## src/rtl/receptor_serial_if.sv

```systemverilog
// Bundle of the bit-strobe/serial line inputs and the valid/ready word output for receptor_serial.
// master drives the line and ready; slave is the receiver.
interface receptor_serial_if #(
  parameter int unsigned NBITS = 4
);
  logic             ENB;
  logic             S_IN;
  logic             RDY;
  logic [NBITS-1:0] DATA;
  logic             VALID;
  logic             PAR_ERR;
  logic             FRAME_ERR;
  logic             OVERRUN;

  modport master (
    output ENB, S_IN, RDY,
    input  DATA, VALID, PAR_ERR, FRAME_ERR, OVERRUN
  );

  modport slave (
    input  ENB, S_IN, RDY,
    output DATA, VALID, PAR_ERR, FRAME_ERR, OVERRUN
  );
endinterface

```

## src/rtl/receptor_serial.sv

```systemverilog
// Serial frame receiver: start bit, NBITS data MSB first, optional even parity, stop bit,
// one-entry valid/ready output buffer. Parity checking enabled by defining RECEPTOR_PARITY_EN.
module receptor_serial #(
  parameter int unsigned NBITS = 4
) (
  input logic             clk,
  input logic             RST,
  receptor_serial_if.slave bus
);
  localparam int unsigned CW = $clog2(NBITS);

  typedef enum logic [1:0] {
    S_IDLE   = 2'd0,
    S_DATA   = 2'd1,
    S_PARITY = 2'd2,
    S_STOP   = 2'd3
  } state_t;

  state_t           state_q, state_d;
  logic [CW-1:0]    cnt_q, cnt_d;
  logic [NBITS-1:0] sh_q, sh_d;
  logic [NBITS-1:0] data_q, data_d;
  logic             valid_q, valid_d;
  logic             ferr_q, ferr_d;
  logic             ovr_q, ovr_d;
`ifdef RECEPTOR_PARITY_EN
  logic             pbit_q, pbit_d;
  logic             par_q, par_d;
`endif

  // State and buffer registers
  always_ff @(posedge clk or posedge RST) begin
    if (RST) begin
      state_q <= S_IDLE;
      cnt_q   <= '0;
      sh_q    <= '0;
      data_q  <= '0;
      valid_q <= 1'b0;
      ferr_q  <= 1'b0;
      ovr_q   <= 1'b0;
`ifdef RECEPTOR_PARITY_EN
      pbit_q  <= 1'b0;
      par_q   <= 1'b0;
`endif
    end else begin
      state_q <= state_d;
      cnt_q   <= cnt_d;
      sh_q    <= sh_d;
      data_q  <= data_d;
      valid_q <= valid_d;
      ferr_q  <= ferr_d;
      ovr_q   <= ovr_d;
`ifdef RECEPTOR_PARITY_EN
      pbit_q  <= pbit_d;
      par_q   <= par_d;
`endif
    end
  end

  // Frame FSM and output buffer update
  always_comb begin
    state_d = state_q;
    cnt_d   = cnt_q;
    sh_d    = sh_q;
    data_d  = data_q;
    valid_d = valid_q;
    ferr_d  = 1'b0;
    ovr_d   = 1'b0;
`ifdef RECEPTOR_PARITY_EN
    pbit_d  = pbit_q;
    par_d   = par_q;
`endif

    if (valid_q && bus.RDY) valid_d = 1'b0;

    if (bus.ENB) begin
      case (state_q)
        S_IDLE: begin
          if (!bus.S_IN) begin
            state_d = S_DATA;
            cnt_d   = '0;
          end
        end
        S_DATA: begin
          sh_d  = {sh_q[NBITS-2:0], bus.S_IN};
          cnt_d = cnt_q + CW'(1);
          if (cnt_q == CW'(NBITS - 1)) begin
`ifdef RECEPTOR_PARITY_EN
            state_d = S_PARITY;
`else
            state_d = S_STOP;
`endif
          end
        end
`ifdef RECEPTOR_PARITY_EN
        S_PARITY: begin
          pbit_d  = bus.S_IN;
          state_d = S_STOP;
        end
`endif
        S_STOP: begin
          state_d = S_IDLE;
          if (!bus.S_IN) begin
            ferr_d = 1'b1;
          end else if (!valid_q || bus.RDY) begin
            // Buffer free, or being drained on this same edge
            data_d  = sh_q;
            valid_d = 1'b1;
`ifdef RECEPTOR_PARITY_EN
            par_d   = (^sh_q) ^ pbit_q;
`endif
          end else begin
            ovr_d = 1'b1;
          end
        end
        default: state_d = S_IDLE;
      endcase
    end
  end

  assign bus.DATA      = data_q;
  assign bus.VALID     = valid_q;
  assign bus.FRAME_ERR = ferr_q;
  assign bus.OVERRUN   = ovr_q;
`ifdef RECEPTOR_PARITY_EN
  assign bus.PAR_ERR   = par_q;
`else
  assign bus.PAR_ERR   = 1'b0;
`endif

endmodule

```

## src/flat_wrapper.sv

```systemverilog
// flat-port wrapper written by rule: the top's interface ports become plain ports
module receptor_serial_flat 
#(
  parameter int unsigned NBITS = 4
)
  (clk, RST, bus_ENB, bus_S_IN, bus_RDY, bus_DATA, bus_VALID, bus_PAR_ERR, bus_FRAME_ERR, bus_OVERRUN);
  receptor_serial_if #(.NBITS(NBITS)) bus_i ();
  input logic clk;
  input logic RST;
  input wire logic [$bits(bus_i.ENB)-1:0] bus_ENB;
  input wire logic [$bits(bus_i.S_IN)-1:0] bus_S_IN;
  input wire logic [$bits(bus_i.RDY)-1:0] bus_RDY;
  output wire logic [$bits(bus_i.DATA)-1:0] bus_DATA;
  output wire logic [$bits(bus_i.VALID)-1:0] bus_VALID;
  output wire logic [$bits(bus_i.PAR_ERR)-1:0] bus_PAR_ERR;
  output wire logic [$bits(bus_i.FRAME_ERR)-1:0] bus_FRAME_ERR;
  output wire logic [$bits(bus_i.OVERRUN)-1:0] bus_OVERRUN;
  assign bus_i.ENB = bus_ENB;
  assign bus_i.S_IN = bus_S_IN;
  assign bus_i.RDY = bus_RDY;
  assign bus_DATA = bus_i.DATA;
  assign bus_VALID = bus_i.VALID;
  assign bus_PAR_ERR = bus_i.PAR_ERR;
  assign bus_FRAME_ERR = bus_i.FRAME_ERR;
  assign bus_OVERRUN = bus_i.OVERRUN;
  receptor_serial #(.NBITS(NBITS)) u_core (.clk(clk), .RST(RST), .bus(bus_i));
endmodule
```

## config.mk

```make
export PLATFORM = sky130hd
export DESIGN_NAME = receptor_serial_flat
export DESIGN_NICKNAME = d
export VERILOG_FILES = /design/src/rtl/receptor_serial_if.sv /design/src/rtl/receptor_serial.sv /design/src/flat_wrapper.sv
export SDC_FILE = /design/constraint.sdc
export NUM_CORES = 1
export LEC_CHECK = 0
export CAP_MARGIN = 20
export CORE_ASPECT_RATIO = 1.2
export CORE_MARGIN = 1
export CORE_UTILIZATION = 38
export DETAILED_ROUTE_END_ITERATION = 10
export HOLD_SLACK_MARGIN = 0.02
export MAX_ROUTING_LAYER = met4
export PLACE_DENSITY = 0.67
export RECOVER_POWER = 50
export SYNTH_ARGS = -nofsm -noshare
export SYNTH_HDL_FRONTEND = slang
export SYNTH_SLANG_ARGS = --single-unit
```

## constraint.sdc

```tcl
create_clock -name clk -period 1.75 [get_ports clk]
set_clock_uncertainty 0.05 [all_clocks]
set_input_delay 0.525 -clock clk [delete_from_list [all_inputs] [get_ports clk]]
set_output_delay 0.525 -clock clk [all_outputs]
set_load 0.1 [all_outputs]
```

# --- After elaboration in Yosys (flattened, before gate mapping) ---
# Cells that the tools add are included.
op_classes:
  n_addsub: 1
  n_mul: 0
  div_mod_pow: 0
  order_cmp: 0
  eq_ne: 5
  shift: 0
  n_mux: 17
  bitwise_logic: 0
  reduce_logical: 9
ops:
  columns: ["cell", "count"]
  rows:
  - ["1-bit two-way mux", 12]
  - ["2-bit case mux with 2 select lines", 2]
  - ["2-bit two-way mux", 3]
  - ["3-bit AND reduction", 2]
  - ["2-bit == test (second input constant)", 2]
  - ["4-bit AND reduction", 1]
  - ["2-bit by 1-bit adder with 2-bit output (second input constant)", 1]
  - ["2-bit by 1-bit == test with 1-bit output (second input constant)", 1]
  - ["2-bit logical NOT", 1]
  - ["2-bit by 1-bit inequality test with 1-bit output (second input constant)", 1]
  - ["2-bit inequality test (second input constant)", 1]
  - ["2-bit AND reduction", 1]
  - ["2-bit nonzero test", 1]
  - ["1-bit logical AND", 1]
  - ["1-bit logical NOT", 1]
  - ["1-bit logical OR", 1]
word_totals:
  register_bits: 15
  latch_bits: 0
  ramBits: 0
  rom_bits: 0
  inputBits: 5
  n_memories: 0

# --- Longest topological paths before layout ---
depth:
  ltp_word: 6
  mapped_depth: 3
  ltp_nobuf: 3

# --- Worst setup path after synthesis ---
# Ideal clock, no wire load.
synth_timing:
  path_kind: "reg2reg"
  startpoint: "reg u_core.valid_q, in the netlist u_core.bus.VALID"
  endpoint: "reg u_core.data_q[0], in the netlist u_core.bus.DATA[0]"
  setup_ps: 125
  arrival_time_ps: 1519
  setup_slack_ps: 56
  path_stages_with_launch: 4
  path_cell_list: "dfrtp_1 > nand2b_1 > nor2b_4 > mux2_2"
synth_between:
  elab_chain_cells: 3
synth_rtl:
  columns: ["element", "line", "text"]
  rows:
  - ["from (decl)", "receptor_serial.sv:23", "logic valid_q, valid_d;"]
  - ["from (signal assigned)", "receptor_serial.sv:50", "valid_q <= valid_d;"]
  - ["1-bit logical NOT", "receptor_serial.sv:105", "end else if (!valid_q || bus.RDY) begin"]
  - ["1-bit logical OR", "receptor_serial.sv:105", null]
  - ["4-bit AND reduction (no line)", null, null]
  - ["to (signal assigned)", "receptor_serial.sv:49", "data_q <= data_d;"]
  - ["to (decl)", "receptor_serial.sv:22", "logic [NBITS-1:0] data_q, data_d;"]
# Every way passes these cells.
# A chain may end at the register's enable or synchronous reset.

# --- Worst setup path in the final report ---
layout_timing:
  startpoint: "in bus_S_IN"
  endpoint: "reg u_core.data_q[1], in the netlist u_core.bus.DATA[1]"
layout_between:
  elab_chain_cells: 1
layout_rtl:
  columns: ["element", "line", "text"]
  rows:
  - ["from (decl)", "flat_wrapper.sv:11", "input wire logic [$bits(bus_i.S_IN)-1:0] bus_S_IN;"]
  - ["4-bit AND reduction (no line)", null, null]
# Every way passes these cells.

==> results.ini <==
[clocking]
cts.clk_slew.worst_paths_ns=0.09
cts-resized-gates=0
cts_root_buf=clkbuf_4
cts_buffers=3
cts.htree.levels=1
clock_latency_ns=0.28
clock_sinks=15
cts_tree=built
cts.hold.buffers_added=0
cts_buffer_depth=2
cts_setup_buffers=0

[sta]
report.final.slew_viol_count=0
rsz0062_at_grt=no
period_share_pct=96.04
fin_setup_tns_ns=0
finalSetupViolCount=0
hold_violations=0
slew_headroom_pct=48.29
period_needed_ns=1.681
tightest_slew_ns=0.7756
max_freq_ghz=0.5950

[finish]
final_cell_area_um2=864.6
final_common_cell=dfrtp_1
drive_gt1_share_pct=36.92
final_cell_mix=dfrtp_1, mux2_2, buf_12
area_delta_synth_final_pct=42.77
nets=72
fin_cells=82
diodes=0

[synth]
synth_nets=51
synth-seq-cells=15
yosysWarnings=0
syn_avg_cell_area_um2=13.46
ys_seq_area_share_pct=61.98
syn_inst=45
synth_area_um2=605.6
synth_cell_types=20

[route]
routed-wl-met2_um=468
drt-total-wl_um=985
wl_met3_um=40
top_layer_used=met4
drt_iter0_markers=1
dr.pass1.iters=2
met1Wirelength_um=440
drt.antenna.violating_nets=0
drc=0
vias_per_cell=4.768
drt-wirelength-per-cell_um=12.01
vias=391

[setup_path]
critical_path_class=in -> reg
cp_max_fo=4
reg2reg_from=u_core.state_q[0]$_DFFE_PP0P_
cp-startpoint=bus_S_IN
cp.required_ns=1.88
r2r_cells=3
rrSetupSlack_ns=0.39
critical_path.startpoint_type=input pin
end_kind=flop
arrival_ns=1.81

[placement]
port_buffers=11
gp_congestion=0.7370
dp.cells=78
dpl_cell_area_um2=844.6
hpwl_um=727.1

[global_routing]
grt_usage_pct=15.49
antenna_found_initial=0
grt_pass1_wl_mm=1.690
overflow=0
grt_max_degree=16
grt_pass1_vias=411

[power]
p_int_w=0.0009331
power_frac_seq_pct=36.9
peakVddDrop_mv=0.9751
p_clk_share_pct=11.6
power.switching_fraction_pct=44.23
leakage_nw=0.4091
power_density_nw_per_um2=1935
p_sw_w=0.0007399
p_comb_share_pct=51.4

[die]
pin_count=13
core_um2=1464
die_y_um=45.73
start_util_pct=41.37
die_area_um2=1758
rows=15
die_x_um=38.44

[min_path]
min_path_type=reg -> reg
hp-start=u_core.cnt_q[1]$_DFFE_PP0P_
worstHoldPathCells=1

[run_status]
run_status=finished, final reports clean

[run]
maxCapViolCount=0

[cell usage after synthesis, drive strengths merged]
library cell / count / area share (%)
and2b: 1 / 1.2
nand2: 3 / 1.9
a32o: 1 / 1.7
a21o: 1 / 1.2
nand4: 1 / 1.0
conb: 1 / 0.62
nor2b: 1 / 2.3
nand3: 1 / 0.83
o21ai: 1 / 0.83
a21oi: 2 / 1.7
mux2i: 1 / 1.7
inv: 2 / 1.2
ha: 1 / 2.1
nor3: 1 / 0.83
nor2: 1 / 0.62
dfrtp: 15 / 62
mux2: 8 / 15
nor3b: 1 / 1.2
buf: 1 / 1.2
nand2b: 1 / 1.0
[power by group through the flow]
stage	logic (W)	registers, W	clock network, W
floorplan	0.000226	0.000940	0
detailed placement	0.000870	0.000626	0
global placement	0.000859	0.000620	0
finish	0.000860	0.000618	0.000195
global route	0.000903	0.000642	0.000222
CTS	0.000870	0.000621	0.000207
[layout make-up]
type                       instances  area [um^2]
clock buffer                       3        22.52
sequential                        15        375.4
tap                               17        21.27
inverter                           2        7.507
fill                             118        599.3
clock inverter                     1        5.005
multi-input combinational         27        215.2
timing repair buffer              17        217.7
[flip-flops by register name, indices dropped and copies added (netlist names)]
signal and flops:
u_core.sh_q 4, u_core.bus.VALID 1, u_core.bus.FRAME_ERR 1, u_core.state_q 2, u_core.cnt_q 2, u_core.bus.OVERRUN 1, u_core.bus.DATA 4
[metrics by stage]
step	setup WS (ns)	total power [W]	utilization (%)	hold slack, ns
global route	0.008005	0.001767	59.06	0.4988
floorplan	0.05581	0.001165	-	0.3765
finish	0.06923	0.001673	59.06	0.4562
detailed placement	-0.2365	0.001496	57.69	0.4448
global placement	-0.2238	0.001479	57.69	0.4314
CTS	0.07511	0.001698	59.57	0.4651
[worst max-delay path, stage by stage]
cell and delay (ns):
dlygate4sd3_1 0.55, nand4_1 0.17, nor2b_4 0.20, mux2_2 0.35
[per-layer routing]
metal | vias to the layer above | global-route usage [%]
met4 | 0 | 12.41
met1 | 183 | 18.03
met5 | - | -
met2 | 11 | 22.03
li1 | 193 | -
met3 | 4 | 4.412
[kinds of logic after synthesis]
family	after synthesis	share of synthesized area [%]
AOI/OAI and AO/OA	5	5.372
adders and majority gates	1	2.066
buffers and inverters	3	2.480
DFF	15	61.98
muxes	9	16.53
other	1	0.6192
and+or+nand+nor	11	10.95
[worst paths after layout]
check                                                 endpoint
worst max-delay path            u_core.bus.DATA[1]$_DFFE_PP0P_
worst min-delay path               u_core.cnt_q[1]$_DFFE_PP0P_
worst max register to register  u_core.bus.DATA[1]$_DFFE_PP0P_
worst min register to register     u_core.cnt_q[1]$_DFFE_PP0P_
max in group asynchronous        u_core.state_q[0]$_DFFE_PP0P_
min in group asynchronous         u_core.bus.OVERRUN$_DFF_PP0_
(Power assumes the default switching activity.)
==> variant 1: new RTL, same settings <==
`NBITS` is set to 4 in 3 places; all go to 16.
--- a/src/rtl/receptor_serial_if.sv
+++ b/src/rtl/receptor_serial_if.sv
@@ -1,7 +1,7 @@
 // Bundle of the bit-strobe/serial line inputs and the valid/ready word output for receptor_serial.
 // master drives the line and ready; slave is the receiver.
 interface receptor_serial_if #(
-  parameter int unsigned NBITS = 4
+  parameter int unsigned NBITS = 16
 );
   logic             ENB;
   logic             S_IN;
--- a/src/rtl/receptor_serial.sv
+++ b/src/rtl/receptor_serial.sv
@@ -1,7 +1,7 @@
 // Serial frame receiver: start bit, NBITS data MSB first, optional even parity, stop bit,
 // one-entry valid/ready output buffer. Parity checking enabled by defining RECEPTOR_PARITY_EN.
 module receptor_serial #(
-  parameter int unsigned NBITS = 4
+  parameter int unsigned NBITS = 16
 ) (
   input logic             clk,
   input logic             RST,
--- a/src/flat_wrapper.sv
+++ b/src/flat_wrapper.sv
@@ -1,7 +1,7 @@
 // flat-port wrapper written by rule: the top's interface ports become plain ports
 module receptor_serial_flat 
 #(
-  parameter int unsigned NBITS = 4
+  parameter int unsigned NBITS = 16
 )
   (clk, RST, bus_ENB, bus_S_IN, bus_RDY, bus_DATA, bus_VALID, bus_PAR_ERR, bus_FRAME_ERR, bus_OVERRUN);
   receptor_serial_if #(.NBITS(NBITS)) bus_i ();
Interface: changed (resized bus_DATA); port bits go from 13 to 25. The function was not compared with the original's and may differ.
==> variant 1 against the original RTL <==
- power grew to 2.9 times the old value
- count of clock-buffer cells in the layout is 2 higher
- worst hold slack worse by 0.00080 ns
- setup slack better by 0.059 ns
- sequential cell count is 26 higher
- core utilization is 3.6 points lower
- synthesized cell count is 150% higher
- non-clock buffer count is 17 higher
- global-route usage is 0.84 points lower
- wire length grew to 3.1 times the old value
- synthesized area grew to 2.8 times the old value
- final area grew to 2.7 times the old value
- critical path type unchanged
- critical endpoint is now u_core.bus.DATA[8]
==> variant 1: results (changes against the original RTL) <==
wl_mm: 3.04  # +210%
gp_congestion: 0.770  # +4.5%
drtPass1Iterations: 4  # +2
cts_root_buffer: "clkbuf_8"
grt_usage_pct: 14.7  # -0.84 points
status: "complete, no violations"
use_met3_pct: 3.94  # -0.47 points
port_buffers: 23  # +12
avgSynthCellArea_sq_um: 15.3  # +13%
synth.area.top_cells: "dfrtp_1, mux2_2, mux2_4"
drive_gt1_share_pct: 49.0  # +12 points
synth_commonest_cells: "dfrtp_1, mux2_2, mux2_4"
vias: 949  # +140%
worst_path_max_delay_cell: "mux2_4"
grt_pass1_vias: 997  # +140%
cts_buffers: 5  # +2
place_hpwl_mm: 2.25  # +210%
avgRoutedWirePerCell_um: 15.0  # +25%
grt_max_degree: 25  # +9
dp.cells: 194  # +150%
cp_max_fo: 6  # +2
tightest_slew_ns: 0.581  # -0.194 ns
met2_usage_pct: 24.3  # +2.2 points
ys_seq_area_share_pct: 60.5  # -1.5 points
nets: 152  # +110%
dr.first_iter.drc_count: 10  # +9
worst_path_largest_cell_delay_ns: 0.29  # -0.26 ns
h-tree-depth: 2  # +1
leakagePower_nw: 1.12  # +170%
groute.layer.met1.usage_pct: 17.2  # -0.83 points
synth.distinct_cells: 28  # +40%
synth_nets: 117  # +130%
grt_pass1_wl_mm: 4.99  # +200%
rows: 26  # +11
crit_arrival_ns: 1.74  # -0.07 ns
[variant 1: path summary, 6_finish.rpt]
path	from	to	slack (ns)	cells after the start
worst max-delay path	bus_S_IN	u_core.bus.DATA[8]	0.13	5
worst min-delay path	u_core.cnt_q[3]	u_core.cnt_q[3]	0.46	1
worst max register to register	u_core.state_q[0]	u_core.sh_q[7]	0.17	3
worst min register to register	u_core.cnt_q[3]	u_core.cnt_q[3]	0.46	1
max in group asynchronous	RST	u_core.bus.VALID	0.43	3
min in group asynchronous	RST	u_core.bus.DATA[1]	0.74	3
[variant 1: final cells by class]
cell class	count	area, sq um
fill	351	1900
sequential	41	1030
clock inverter	3	65.1
inverter	5	18.8
timing repair buffer	34	528
multi-input combinational	59	584
clock buffer	5	68.8
tap	56	70.1
[variant 1: worst reg2reg max path, stage by stage, from the launching register on]
cell      delay, ns
dfrtp_1        0.36
clkbuf_1       0.28
nand3b_2       0.37
mux2_2         0.40
[variant 1: routing by layer]
metal | up-vias | routed length, um
li1 | 448 | -
met1 | 480 | 1260
met2 | 19 | 1650
met3 | 2 | 107
met4 | 0 | 24
met5 | - | 0
[variant 1: cells by family (layout without fill, tap and decap cells)]
group                      after synthesis  after routing  synth area share [%]
DFF                                     41             41                  60.5
muxes                                   32             32                  23.4
and+or+nand+nor                         15             15                  6.72
buffers and inverters                   11             47                  4.80
AOI/OAI and AO/OA                       10             10                  3.62
adders and majority gates                1              1                 0.738
other                                    1              1                 0.221
[variant 1: through the flow]
stage	area [sq um]	setup TNS (ns)	util [%]	setup WS, ns
after global routing	2360	0	55.4	0.0667
after global placement	2220	-7.97	52.2	-0.327
after detailed placement	2220	-8.72	52.2	-0.367
after CTS	2360	0	55.4	0.00673
after floorplan	1700	0	-	0.0522
final	2360	0	55.4	0.128
[variant 1: power by group]
group / total (mW) / internal, mW / switching, mW
logic: 2.34 / 0.998 / 1.34
registers: 1.67 / 1.32 / 0.344
clock network: 0.875 / 0.566 / 0.309
total: 4.88 / 2.89 / 1.99
[variant 1: what timing repair did]
| action | CTS | global route |
|---|---|---|
| gates cloned | 0 | 1 |
| resized for setup | 2 | 4 |
| endpoints found under the setup margin | 16 | 11 |
| pin swaps | 0 | 1 |
==> variant 2: new RTL, same settings <==
Made on the original files. The 4 states of `state_t` get a one-hot encoding in 4 bits.
--- a/src/rtl/receptor_serial.sv
+++ b/src/rtl/receptor_serial.sv
@@ -9,11 +9,11 @@
 );
   localparam int unsigned CW = $clog2(NBITS);
 
-  typedef enum logic [1:0] {
-    S_IDLE   = 2'd0,
-    S_DATA   = 2'd1,
-    S_PARITY = 2'd2,
-    S_STOP   = 2'd3
+  typedef enum logic [3:0] {
+    S_IDLE   = 4'b0001,
+    S_DATA   = 4'b0010,
+    S_PARITY = 4'b0100,
+    S_STOP   = 4'b1000
   } state_t;
 
   state_t           state_q, state_d;
Formal check against the unedited RTL: no difference found for any inputs over 10 cycles, from zero or initial values and one cycle with RST high; not proved beyond that.
==> variant 2 against the original RTL <==
- count of clock-buffer cells in the layout rose by 1
- setup slack improved by 0.0083 ns
- critical path type unchanged
- core utilization fell by 4.8 points
- sequential cell count rose by 1
- synthesized area rose by 21%
- final area rose by 15%
- wire length rose by 16%
- worst hold slack improved by 0.011 ns
- synthesized cell count rose by 31%
- critical path depth rose by 1
- via count rose by 28%
Power is not compared: it rests on default switching activity, and its combinational part moved more than twofold at a synthesized area within 25%.
==> variant 2: results (changes against the original RTL) <==
crit_arrival_ns: 1.79  # -0.02 ns
whs_path_depth: 1  # unchanged
leakagePower_nw: 0.470
synth_nets: 65  # +27%
nets: 84  # +17%
synth.area.top_cells: "dfrtp_1, mux2_2, dfstp_2"
groute.layer.met1.usage_pct: 15.7  # -2.4 points
clkTransAtPathRegs_ns: 0.10
h-tree-depth: 1  # unchanged
worst_path_largest_cell_delay_ns: 0.52  # -0.03 ns
critical_path_class: "in2reg"
whs_ns: 0.467  # +0.0106 ns
hp-class: "reg2reg"
power_frac_comb_pct: 22.9
vias: 499  # +28%
cts_buffers: 3  # unchanged
place_area_sq_um: 966  # +14%
grt_usage_pct: 13.4  # -2.1 points
async_flop_share_pct: 100  # unchanged
tightest_slew_ns: 0.869  # +0.0929 ns
avgRoutedWirePerCell_um: 11.9  # -1.1%
synth_commonest_cells: "dfrtp_1, mux2_2, inv_1"
gp_congestion: 0.697  # -5.5%
hp-start: "u_core.sh_q[3]"
worst_path_max_delay_cell: "or4b_1"
dr.first_iter.drc_count: 3  # +2
fin_crit_ns: 1.67  # -0.00827 ns
status: "complete, no violations"
worstRegToRegCells: 3  # unchanged
clock_latency_ns: 0.28  # about the same
port_buffers: 11  # unchanged
antenna_cells: 0  # unchanged
synth_warnings: 0  # unchanged
power_clock_mw: 0.240
cp-endpoint: "u_core.cnt_q[0]"
drive_gt1_share_pct: 40.3  # +3.3 points
r2r_slack_ns: 0.23  # -0.16 ns
sw_frac_of_total_pct: 30.0
place_hpwl_um: 845  # +16%
dp_slack_ns: -0.314  # -0.0771 ns
p_total_mw: 1.03
grt_max_degree: 17  # +1
wl_met3_um: 48  # +20%
grt_pass1_wl_mm: 2.05  # +21%
dp.cells: 92  # +18%
met2_usage_pct: 20.8  # -1.2 points
synth.distinct_cells: 26  # +30%
met2_length_um: 533  # +14%
grt_pass1_vias: 500  # +22%
via_per_inst: 5.20  # +9.0%
synthCells: 59  # +31%
ys_seq_area_share_pct: 54.8  # -7.2 points
drt-met1-wl_um: 536  # +22%
drtPass1Iterations: 4  # +2
min_to: "u_core.bus.DATA[3]"
crit_family: "simple AND/OR/NAND/NOR gates"
worst_r2r_endpoint: "u_core.bus.DATA[1]"
reg2reg_from: "u_core.state_q[3]"
critical_path.startpoint: "bus_S_IN"
use_met3_pct: 2.20  # -2.2 points
==> variant 2: cell types whose count changed after synthesis, moves of 2 or more <==
cell / change
nor2_1: +3
a221oi_1: +2
a21oi_1: -2
inv_1: +4
==> variant 2: logic make-up (layout without fill, tap and decap cells) <==
family | count (synthesis) | count (layout) | share of synthesized area (%)
other | 1 | 1 | 0.511
and+or+nand+nor | 17 | 17 | 17.9
adders and majority gates | 1 | 1 | 1.71
AOI/OAI and AO/OA | 7 | 7 | 7.34
muxes | 8 | 8 | 12.3
buffers and inverters | 9 | 27 | 5.46
DFF | 16 | 16 | 54.8
==> variant 2: area by class of cell <==
cell class / count / area, sq um
Fill cell: 154 / 836
Sequential cell: 16 / 403
Multi-Input combinational cell: 34 / 292
Timing Repair Buffer: 17 / 216
Clock buffer: 4 / 36.3
Tap cell: 19 / 23.8
Inverter: 6 / 22.5
==> variant 2: repair_timing <==
action / 4_1_cts / 5_1_grt
gates resized for setup: 1 / 0
setup buffers: 0 / 0
setup endpoints to repair: 1 / 0
